[src/rtl/mac_pkg.sv]
// Shared constants and types for the (G)MII receive MAC: FSM encoding,
// pointer-word layout, Ethernet CRC constants and frame length limits.
package mac_pkg;

  typedef enum logic [2:0] {
    ST_IDLE,
    ST_PREA,
    ST_DATA,
    ST_FLSH,
    ST_DROP
  } rx_state_e;

  localparam logic [15:0] DEF_TTE_ETYPE = 16'h891D;
  localparam int          DEF_MAX_LEN   = 1536;
  localparam int          DEF_MIN_LEN   = 64;
  localparam int          DEF_MAX_LEGAL = 1522;

  localparam logic [7:0]  PRE_BYTE = 8'h55;
  localparam logic [7:0]  SFD_BYTE = 8'hD5;

  localparam logic [31:0] CRC_INIT    = 32'hFFFF_FFFF;
  localparam logic [31:0] CRC_POLY    = 32'h04C1_1DB7;
  localparam logic [31:0] CRC_RESIDUE = 32'hC704_DD7B;

  localparam int DL_DEPTH      = 14;
  localparam int FCS_BYTES     = 4;
  localparam int FLUSH_BYTES   = DL_DEPTH - FCS_BYTES;
  localparam int MIN_FLUSH_LEN = 18;

  localparam int PTR_GIG     = 11;
  localparam int PTR_CRC_ERR = 12;
  localparam int PTR_RX_ERR  = 13;
  localparam int PTR_LEN_ERR = 14;

  function automatic logic [15:0] make_ptr(input logic [10:0] len, input logic gig,
                                           input logic crc_err, input logic rx_err,
                                           input logic len_err);
    logic [15:0] p;
    p              = '0;
    p[10:0]        = len;
    p[PTR_GIG]     = gig;
    p[PTR_CRC_ERR] = crc_err;
    p[PTR_RX_ERR]  = rx_err;
    p[PTR_LEN_ERR] = len_err;
    return p;
  endfunction

endpackage

[src/rtl/crc32_8023.sv]
// IEEE 802.3 CRC-32, one byte per enable, bits consumed LSB first into an
// MSB-first register; a frame with its FCS leaves CRC_RESIDUE behind.
module crc32_8023
  import mac_pkg::*;
(
  input  logic        rx_clk,
  input  logic        rstn,
  input  logic        init,
  input  logic        en,
  input  logic [7:0]  d,
  output logic [31:0] crc
);

  logic [31:0] crc_n;
  logic        fb;

  always_comb begin
    crc_n = crc;
    fb    = 1'b0;
    for (int i = 0; i < 8; i++) begin
      fb    = crc_n[31] ^ d[i];
      crc_n = {crc_n[30:0], 1'b0} ^ (fb ? CRC_POLY : 32'h0);
    end
  end

  always_ff @(posedge rx_clk or negedge rstn) begin
    if (!rstn)     crc <= '0;
    else if (init) crc <= CRC_INIT;
    else if (en)   crc <= crc_n;
  end

endmodule

[src/rtl/mac_r_gmii_tte_rx.sv]
// (G)MII receive MAC: byte assembly, preamble strip, 14-byte delay line for
// TTE/normal classification, FCS/length checks and FIFO pointer generation.
//
// state | meaning
// IDLE  | line quiet, waiting for rx_dv
// PREA  | inside preamble, hunting for SFD
// DATA  | counting post-SFD bytes; writing once admitted at byte 14
// FLSH  | draining 10 payload bytes from the delay line, then pointer word
// DROP  | frame rejected or ignored; wait for rx_dv to fall
module mac_r_gmii_tte_rx
  import mac_pkg::*;
#(
  parameter logic [15:0] TTE_ETYPE = DEF_TTE_ETYPE,
  parameter int          MAX_LEN   = DEF_MAX_LEN,
  parameter int          MIN_LEN   = DEF_MIN_LEN,
  parameter int          MAX_LEGAL = DEF_MAX_LEGAL
) (
  input  logic        rx_clk,
  input  logic        rstn,
  input  logic        rx_dv,
  input  logic        rx_er,
  input  logic [7:0]  rx_d,
  input  logic [1:0]  speed,
  output logic        data_fifo_wr,
  output logic [7:0]  data_fifo_dout,
  input  logic        data_fifo_bp,
  output logic        ptr_fifo_wr,
  output logic [15:0] ptr_fifo_dout,
  input  logic        ptr_fifo_full,
  output logic        tdata_fifo_wr,
  output logic [7:0]  tdata_fifo_dout,
  input  logic        tdata_fifo_bp,
  output logic        tptr_fifo_wr,
  output logic [15:0] tptr_fifo_dout,
  input  logic        tptr_fifo_full,
  output logic        rx_drop_pulse,
  output logic        rx_crc_err_pulse
);

  rx_state_e   state, state_n;
  logic        dv_q, gmii_q, phase_q, gig_q, tte_q, er_q, ign_q;
  logic [3:0]  nib_q, fl_cnt;
  logic [10:0] cnt;
  logic [7:0]  dl [DL_DEPTH];
  logic [31:0] crc;
  logic [7:0]  dout_q;
  logic [15:0] ptr_q;

  logic        gmii, byte_vld, cls_tte, crc_bad, len_err;
  logic [7:0]  byte_val;
  logic [15:0] ptr_word;
  logic        take, sfd, wr_byte, wr_ptr, drop;
  logic        unused_speed0;

  assign unused_speed0 = speed[0];

  // Mode is frozen at the rx_dv rising edge; MII pairs nibbles low-first.
  assign gmii     = (rx_dv && !dv_q) ? speed[1] : gmii_q;
  assign byte_vld = rx_dv && (gmii || phase_q);
  assign byte_val = gmii ? rx_d : {rx_d[3:0], nib_q};

  assign cls_tte  = ({dl[0], byte_val} == TTE_ETYPE);
  assign crc_bad  = (crc != CRC_RESIDUE);
  assign len_err  = (cnt < 11'(MIN_LEN)) || (cnt > 11'(MAX_LEGAL));
  assign ptr_word = make_ptr(cnt - 11'(FCS_BYTES), gig_q, crc_bad, er_q, len_err);

  always_comb begin
    state_n = state;
    take    = 1'b0;
    sfd     = 1'b0;
    wr_byte = 1'b0;
    wr_ptr  = 1'b0;
    drop    = 1'b0;
    unique case (state)
      ST_IDLE: if (rx_dv) state_n = ST_PREA;
      ST_PREA: begin
        if (!rx_dv) state_n = ST_IDLE;
        else if (byte_vld) begin
          if (byte_val == SFD_BYTE) begin
            state_n = ST_DATA;
            sfd     = 1'b1;
          end else if (byte_val != PRE_BYTE) begin
            state_n = ST_IDLE;
          end
        end
      end
      ST_DATA: begin
        if (!rx_dv) begin
          if (cnt < 11'(MIN_FLUSH_LEN)) begin
            state_n = ST_IDLE;
            drop    = 1'b1;
          end else begin
            state_n = ST_FLSH;
          end
        end else if (byte_vld && (cnt < 11'(MAX_LEN))) begin
          take = 1'b1;
          if (cnt == 11'(DL_DEPTH - 1)) begin
            if (cls_tte ? (tdata_fifo_bp || tptr_fifo_full)
                        : (data_fifo_bp || ptr_fifo_full)) begin
              state_n = ST_DROP;
              drop    = 1'b1;
            end
          end else if (cnt >= 11'(DL_DEPTH)) begin
            wr_byte = 1'b1;
          end
        end
      end
      ST_FLSH: begin
        // A frame starting during the flush is ignored with a single pulse.
        drop = rx_dv && !ign_q;
        if (fl_cnt < 4'(FLUSH_BYTES)) begin
          wr_byte = 1'b1;
        end else begin
          wr_ptr  = 1'b1;
          state_n = (rx_dv || ign_q) ? ST_DROP : ST_IDLE;
        end
      end
      ST_DROP: if (!rx_dv) state_n = ST_IDLE;
      default: state_n = ST_IDLE;
    endcase
  end

  always_ff @(posedge rx_clk or negedge rstn) begin
    if (!rstn) begin
      state   <= ST_IDLE;
      dv_q    <= 1'b0;
      gmii_q  <= 1'b0;
      phase_q <= 1'b0;
      nib_q   <= '0;
      gig_q   <= 1'b0;
      tte_q   <= 1'b0;
      er_q    <= 1'b0;
      ign_q   <= 1'b0;
      fl_cnt  <= '0;
      cnt     <= '0;
      for (int i = 0; i < DL_DEPTH; i++) dl[i] <= '0;
    end else begin
      state <= state_n;
      dv_q  <= rx_dv;
      if (rx_dv && !dv_q) gmii_q <= speed[1];
      if (!rx_dv) begin
        phase_q <= 1'b0;
      end else if (!gmii) begin
        phase_q <= !phase_q;
        if (!phase_q) nib_q <= rx_d[3:0];
      end
      if (sfd) begin
        cnt    <= '0;
        gig_q  <= gmii_q;
        er_q   <= 1'b0;
        ign_q  <= 1'b0;
        fl_cnt <= '0;
      end
      if (state == ST_DATA && ((rx_dv && rx_er) || (!rx_dv && phase_q))) er_q <= 1'b1;
      if (take) begin
        cnt <= cnt + 11'd1;
        if (cnt == 11'(DL_DEPTH - 1)) tte_q <= cls_tte;
      end
      if (take || state == ST_FLSH) begin
        dl[0] <= take ? byte_val : 8'h00;
        for (int i = 1; i < DL_DEPTH; i++) dl[i] <= dl[i-1];
      end
      if (state == ST_FLSH) begin
        fl_cnt <= fl_cnt + 4'd1;
        if (rx_dv) ign_q <= 1'b1;
      end
    end
  end

  always_ff @(posedge rx_clk or negedge rstn) begin
    if (!rstn) begin
      data_fifo_wr     <= 1'b0;
      tdata_fifo_wr    <= 1'b0;
      ptr_fifo_wr      <= 1'b0;
      tptr_fifo_wr     <= 1'b0;
      dout_q           <= '0;
      ptr_q            <= '0;
      rx_drop_pulse    <= 1'b0;
      rx_crc_err_pulse <= 1'b0;
    end else begin
      data_fifo_wr     <= wr_byte && !tte_q;
      tdata_fifo_wr    <= wr_byte && tte_q;
      ptr_fifo_wr      <= wr_ptr && !tte_q;
      tptr_fifo_wr     <= wr_ptr && tte_q;
      if (wr_byte) dout_q <= dl[DL_DEPTH-1];
      if (wr_ptr)  ptr_q  <= ptr_word;
      rx_drop_pulse    <= drop;
      rx_crc_err_pulse <= wr_ptr && crc_bad;
    end
  end

  assign data_fifo_dout  = dout_q;
  assign tdata_fifo_dout = dout_q;
  assign ptr_fifo_dout   = ptr_q;
  assign tptr_fifo_dout  = ptr_q;

  crc32_8023 u_crc (
    .rx_clk (rx_clk),
    .rstn   (rstn),
    .init   (sfd),
    .en     (take),
    .d      (byte_val),
    .crc    (crc)
  );

endmodule

[config.mk]
export PLATFORM = sky130hd
export DESIGN_NAME = mac_r_gmii_tte_rx
export DESIGN_NICKNAME = d
export VERILOG_FILES = /design/src/rtl/mac_pkg.sv /design/src/rtl/crc32_8023.sv /design/src/rtl/mac_r_gmii_tte_rx.sv
export SDC_FILE = /design/constraint.sdc
export NUM_CORES = 1
export LEC_CHECK = 0
export ABC_AREA = 1
export BUFFER_PORTS_ARGS = -buffer_cell sky130_fd_sc_hd__buf_2
export CAP_MARGIN = 40
export CORE_UTILIZATION = 40
export CTS_CLUSTER_SIZE = 20
export DETAILED_ROUTE_END_ITERATION = 10
export SLEW_MARGIN = 10
export SYNTH_ARGS = -nofsm -noshare
export SYNTH_HDL_FRONTEND = slang
export SYNTH_SLANG_ARGS = --single-unit
[constraint.sdc]
create_clock -name rx_clk -period 2.7 [get_ports rx_clk]
set_input_delay 0.135 -clock rx_clk [delete_from_list [all_inputs] [get_ports rx_clk]]
set_output_delay 0.135 -clock rx_clk [all_outputs]
set_load 0.01 [all_outputs]
==> results.md <==
* Cell family contributing the most delay on the critical path: simple AND/OR/NAND/NOR gates
* Worst endpoint data arrival time at approximately 2.8 ns
* Wire length on met2 at 9.376 mm
* Post_cts resized at 0
* Total grt overflow at 0
* Post-route antenna net violation count at 0
* Crit path time final at about 2.4 ns
* Initial antenna violation count at 0
* Measured slew at the worst slew-check pin at around 0.72 ns
* Diode count at 0
* Crit path max-delay cell type: sky130_fd_sc_hd__mux2_2
* Count of flip-flops with a built-in enable after synthesis at 0
* Critical path's most frequent cell: sky130_fd_sc_hd__nand2_4
* Sequential share of the synthesized area at 0.5104
* Leading cell type by number of instances after synthesis: sky130_fd_sc_hd__nand2_1
* Synthesized netlist cell count at 1047
* Largest area contributor in the synthesized netlist: sky130_fd_sc_hd__dfrtp_1
* Input/output buffers at 68
* Worst Path Required at about 3.1 ns
* Cell area power density at between 700 and 800 nW/µm²
* Die area at around 25000 µm²
* Cell chosen for the clock root: sky130_fd_sc_hd__clkbuf_16
* Final #Nets at ~1.1k
* Clk buf depth at 3
* Mean instance size in the synthesized netlist at ~9.5 µm²
* Global-route wire length before repair at roughly 36 mm
* Area of the placeable core at 24320 µm²
* Sum of buffers and inverters on the critical path at 4
* Number of setup buffers added after CTS at 0
* Share of the synthesized area in the top cell type at 0.5104
* Crit end category: flop
* Total Routed Length at roughly 21 mm
* Sum Neg Setup Slack at 0 ns
* Mean number of vias per cell at between 4 and 5
* Number of design-rule violations left by the first detailed-router iteration at 460
* Total of fill cells in the finished design at around 2.4k
* Skew-Pair Late Insertion Delay at approximately 0.5 ns
* Initial core utilization at 0.4072
* Series of cell instances along the critical path: inv_1 -> nand2_1 -> nand2_4 -> nand2_4 -> nor2_4 -> inv_2 -> o211ai_2 -> nor2_2 -> inv_2 -> nand2_4 -> buf_12 -> mux2_2
* Path type of the worst setup path: reg2reg
* LEAKAGE at just over 6 nW
* RSZ-0062 raised after global routing: no
* Router iterations before antenna repair at 7
* Most frequent cells after synthesis: sky130_fd_sc_hd__nand2_1, sky130_fd_sc_hd__dfrtp_1, sky130_fd_sc_hd__inv_1, sky130_fd_sc_hd__nand3_1, sky130_fd_sc_hd__mux2_1
* Final Slew Violations at 0
* Vias post-DR at 7261
* Maximum clock frequency at between 0.4 and 0.5 GHz
* Post-place instance area at roughly 10000 µm²
* Kind of start point of the critical path: flop
* Tcrit/Tclk final at 0.8972
* Met3 WL post-DR at ~1.1 mm
* Met1 Routed Length at about 10 mm
* Top-level port count at 72
* Worst clock skew at approximately 0.009 ns
* Number of rows in the core area at 57
* Maximum cell stage delay along the critical path at roughly 0.35 ns
* H-tree Lvls at 1
* Final count of hold timing violations at 0
* Power after layout at 8.017 mW
* Count of yosys warnings during synthesis at 0
* TritonCTS clock tree: done
* Die outline width at roughly 160 µm
* Ys flop type: sky130_fd_sc_hd__dfrtp_1
* Slew headroom at 0.5193
* Synth unique cells at 47
* Global placement routability congestion at 0.8628
* FFs w/ async S/R, synth at 1.000
* Top metal layer carrying routed signals: met4
* Largest fanout of any net on the critical path at 40
* HPWL reported at the end of detailed placement at 14.85 mm
* Finished layout cell area at 11350 µm²
* Post-synthesis sequential element count at 202
* Fraction of layout cells with a size suffix above 1 at 0.1593
* Growth of design area from synthesis to finish at 14.63%
* Final setup violation count at 0
* Largest net degree at the start of global routing at 86
* Post-CTS clock slew at the launch and capture registers of the worst setup and hold paths at approximately 0.06 ns
* Result of the run: finished, final reports clean
* Cell area after synthesis at just under 10000 µm²
* Wirelength per Cell at around 14 µm
* Number of CTS-inserted buffers at 23
* Total global-route track usage at 0.1718
* Largest cells by area after synthesis: sky130_fd_sc_hd__dfrtp_1, sky130_fd_sc_hd__mux2_1, sky130_fd_sc_hd__nand2_1, sky130_fd_sc_hd__nand3_1, sky130_fd_sc_hd__inv_1
* Hold WC Path Type: in2reg
* Final routed DRC violation total at 0
* Number of global-route vias before repair at 6947
* VDD IR-drop max at roughly 0.5 mV
* Chip Height at 159.3 µm
* Clk sink count at 202
* Reported max-cap violation count at 0
stage by stage:
| stage | utilization | setup slack (ns) | instances | hold WS (ns) |
|---|---|---|---|---|
| 3_5_place_dp | 0.4306 | 0.2650 | 1411 | 0.2550 |
| 3_3_place_gp | 0.4306 | 0.3444 | 1411 | 0.2497 |
| 5_1_grt | 0.4668 | 0.05883 | 1460 | 0.1076 |
| 4_1_cts | 0.4668 | 0.2365 | 1460 | 0.08222 |
| 2_1_floorplan | - | 0.7322 | 1048 | -0.1606 |
| 6_report | 0.4668 | 0.2775 | 1460 | 0.1025 |
final timing paths:
kind / start / endpoint / slack [ns] / cells past startpoint
setup / recovery: dv_q / dl[10] / 0.28 / 12
hold / removal: rx_d[5] / dl[109] / 0.10 / 5
setup reg to reg: dv_q / dl[10] / 0.28 / 12
hold reg to reg: dl[11] / dl[3] / 0.48 / 2
max in group asynchronous: rstn / dl[28] / 1.64 / 3
min in group asynchronous: rstn / dl[60] / 0.22 / 2
what timing repair did:
action,4_1_cts,5_1_grt
hold endpoints to repair,85,0
hold buffers,7,0
setup endpoints to repair,0,0
report_power, final:
part,switching (mW),total [mW],leakage (nW),internal [mW]
Combinational,0.988,1.47,3.04,0.484
Sequential,0.118,3.28,2.63,3.16
Clock,1.22,3.27,0.392,2.05
Total,2.32,8.02,6.06,5.70
cell usage in the layout, fill, tap and decap left out, types with 23 or more instances in the layout:
cell                        netlist  layout
sky130_fd_sc_hd__a21oi_1         32      32
sky130_fd_sc_hd__buf_2            6      67
sky130_fd_sc_hd__clkbuf_16        0      23
sky130_fd_sc_hd__dfrtp_1        202     202
sky130_fd_sc_hd__inv_1           92      92
sky130_fd_sc_hd__mux2_1          84      84
sky130_fd_sc_hd__nand2_1        233     232
sky130_fd_sc_hd__nand3_1         88      88
sky130_fd_sc_hd__nor2_1          57      57
sky130_fd_sc_hd__o21ai_0         38      38
sky130_fd_sc_hd__xor2_1          31      31
routing by layer:
layer | global-route usage | vias up
met1 | 0.2506 | 3477
li1 | - | 3576
met3 | 0.02501 | 28
met4 | 0.04764 | 0
met5 | 0 | -
met2 | 0.2665 | 180
worst reg2reg max path: stages, from the launching register on:
cell                       delay [ns]
sky130_fd_sc_hd__dfrtp_1         0.33
sky130_fd_sc_hd__inv_1           0.07
sky130_fd_sc_hd__nand2_1         0.12
sky130_fd_sc_hd__nand2_4         0.12
sky130_fd_sc_hd__nand2_4         0.22
sky130_fd_sc_hd__nor2_4          0.08
sky130_fd_sc_hd__inv_2           0.09
sky130_fd_sc_hd__o211ai_2        0.10
sky130_fd_sc_hd__nor2_2          0.16
sky130_fd_sc_hd__inv_2           0.13
sky130_fd_sc_hd__nand2_4         0.27
sky130_fd_sc_hd__buf_12          0.28
sky130_fd_sc_hd__mux2_2          0.37
flip-flops by register name, indices dropped and copies added (netlist names):
name and cells:
cnt 11, data_fifo_dout 8, data_fifo_wr 1, dl 112, dv_q 1, er_q 1
fl_cnt 4, gig_q 1, gmii_q 1, ign_q 1, nib_q 4, phase_q 1
ptr_fifo_dout 15, ptr_fifo_wr 1, rx_crc_err_pulse 1, rx_drop_pulse 1, state 3, tdata_fifo_wr 1
tptr_fifo_wr 1, tte_q 1, u_crc.crc 32
kinds of logic after synthesis:
logic type | count (synthesis) | share of synthesized area
simple gates | 440 | 0.1986
flops | 202 | 0.5104
compound gates | 115 | 0.06570
xor+xnor | 38 | 0.03361
buf+inv | 152 | 0.07808
other cells | 1 | 0.0003787
mux | 94 | 0.1069
fa+ha+maj | 5 | 0.006317
cell type report:
cell class / count / area, µm² / share of cell area
Timing Repair Buffer: 99 / 624.3 / 0.05500
Tap cell: 324 / 405.4 / 0.03571
Multi-Input combinational cell: 694 / 4086 / 0.3600
Clock buffer: 33 / 643.1 / 0.05665
Sequential cell: 202 / 5055 / 0.4453
Inverter: 99 / 371.6 / 0.03273
Clock inverter: 9 / 166.4 / 0.01466
(Power assumes the default switching activity.)
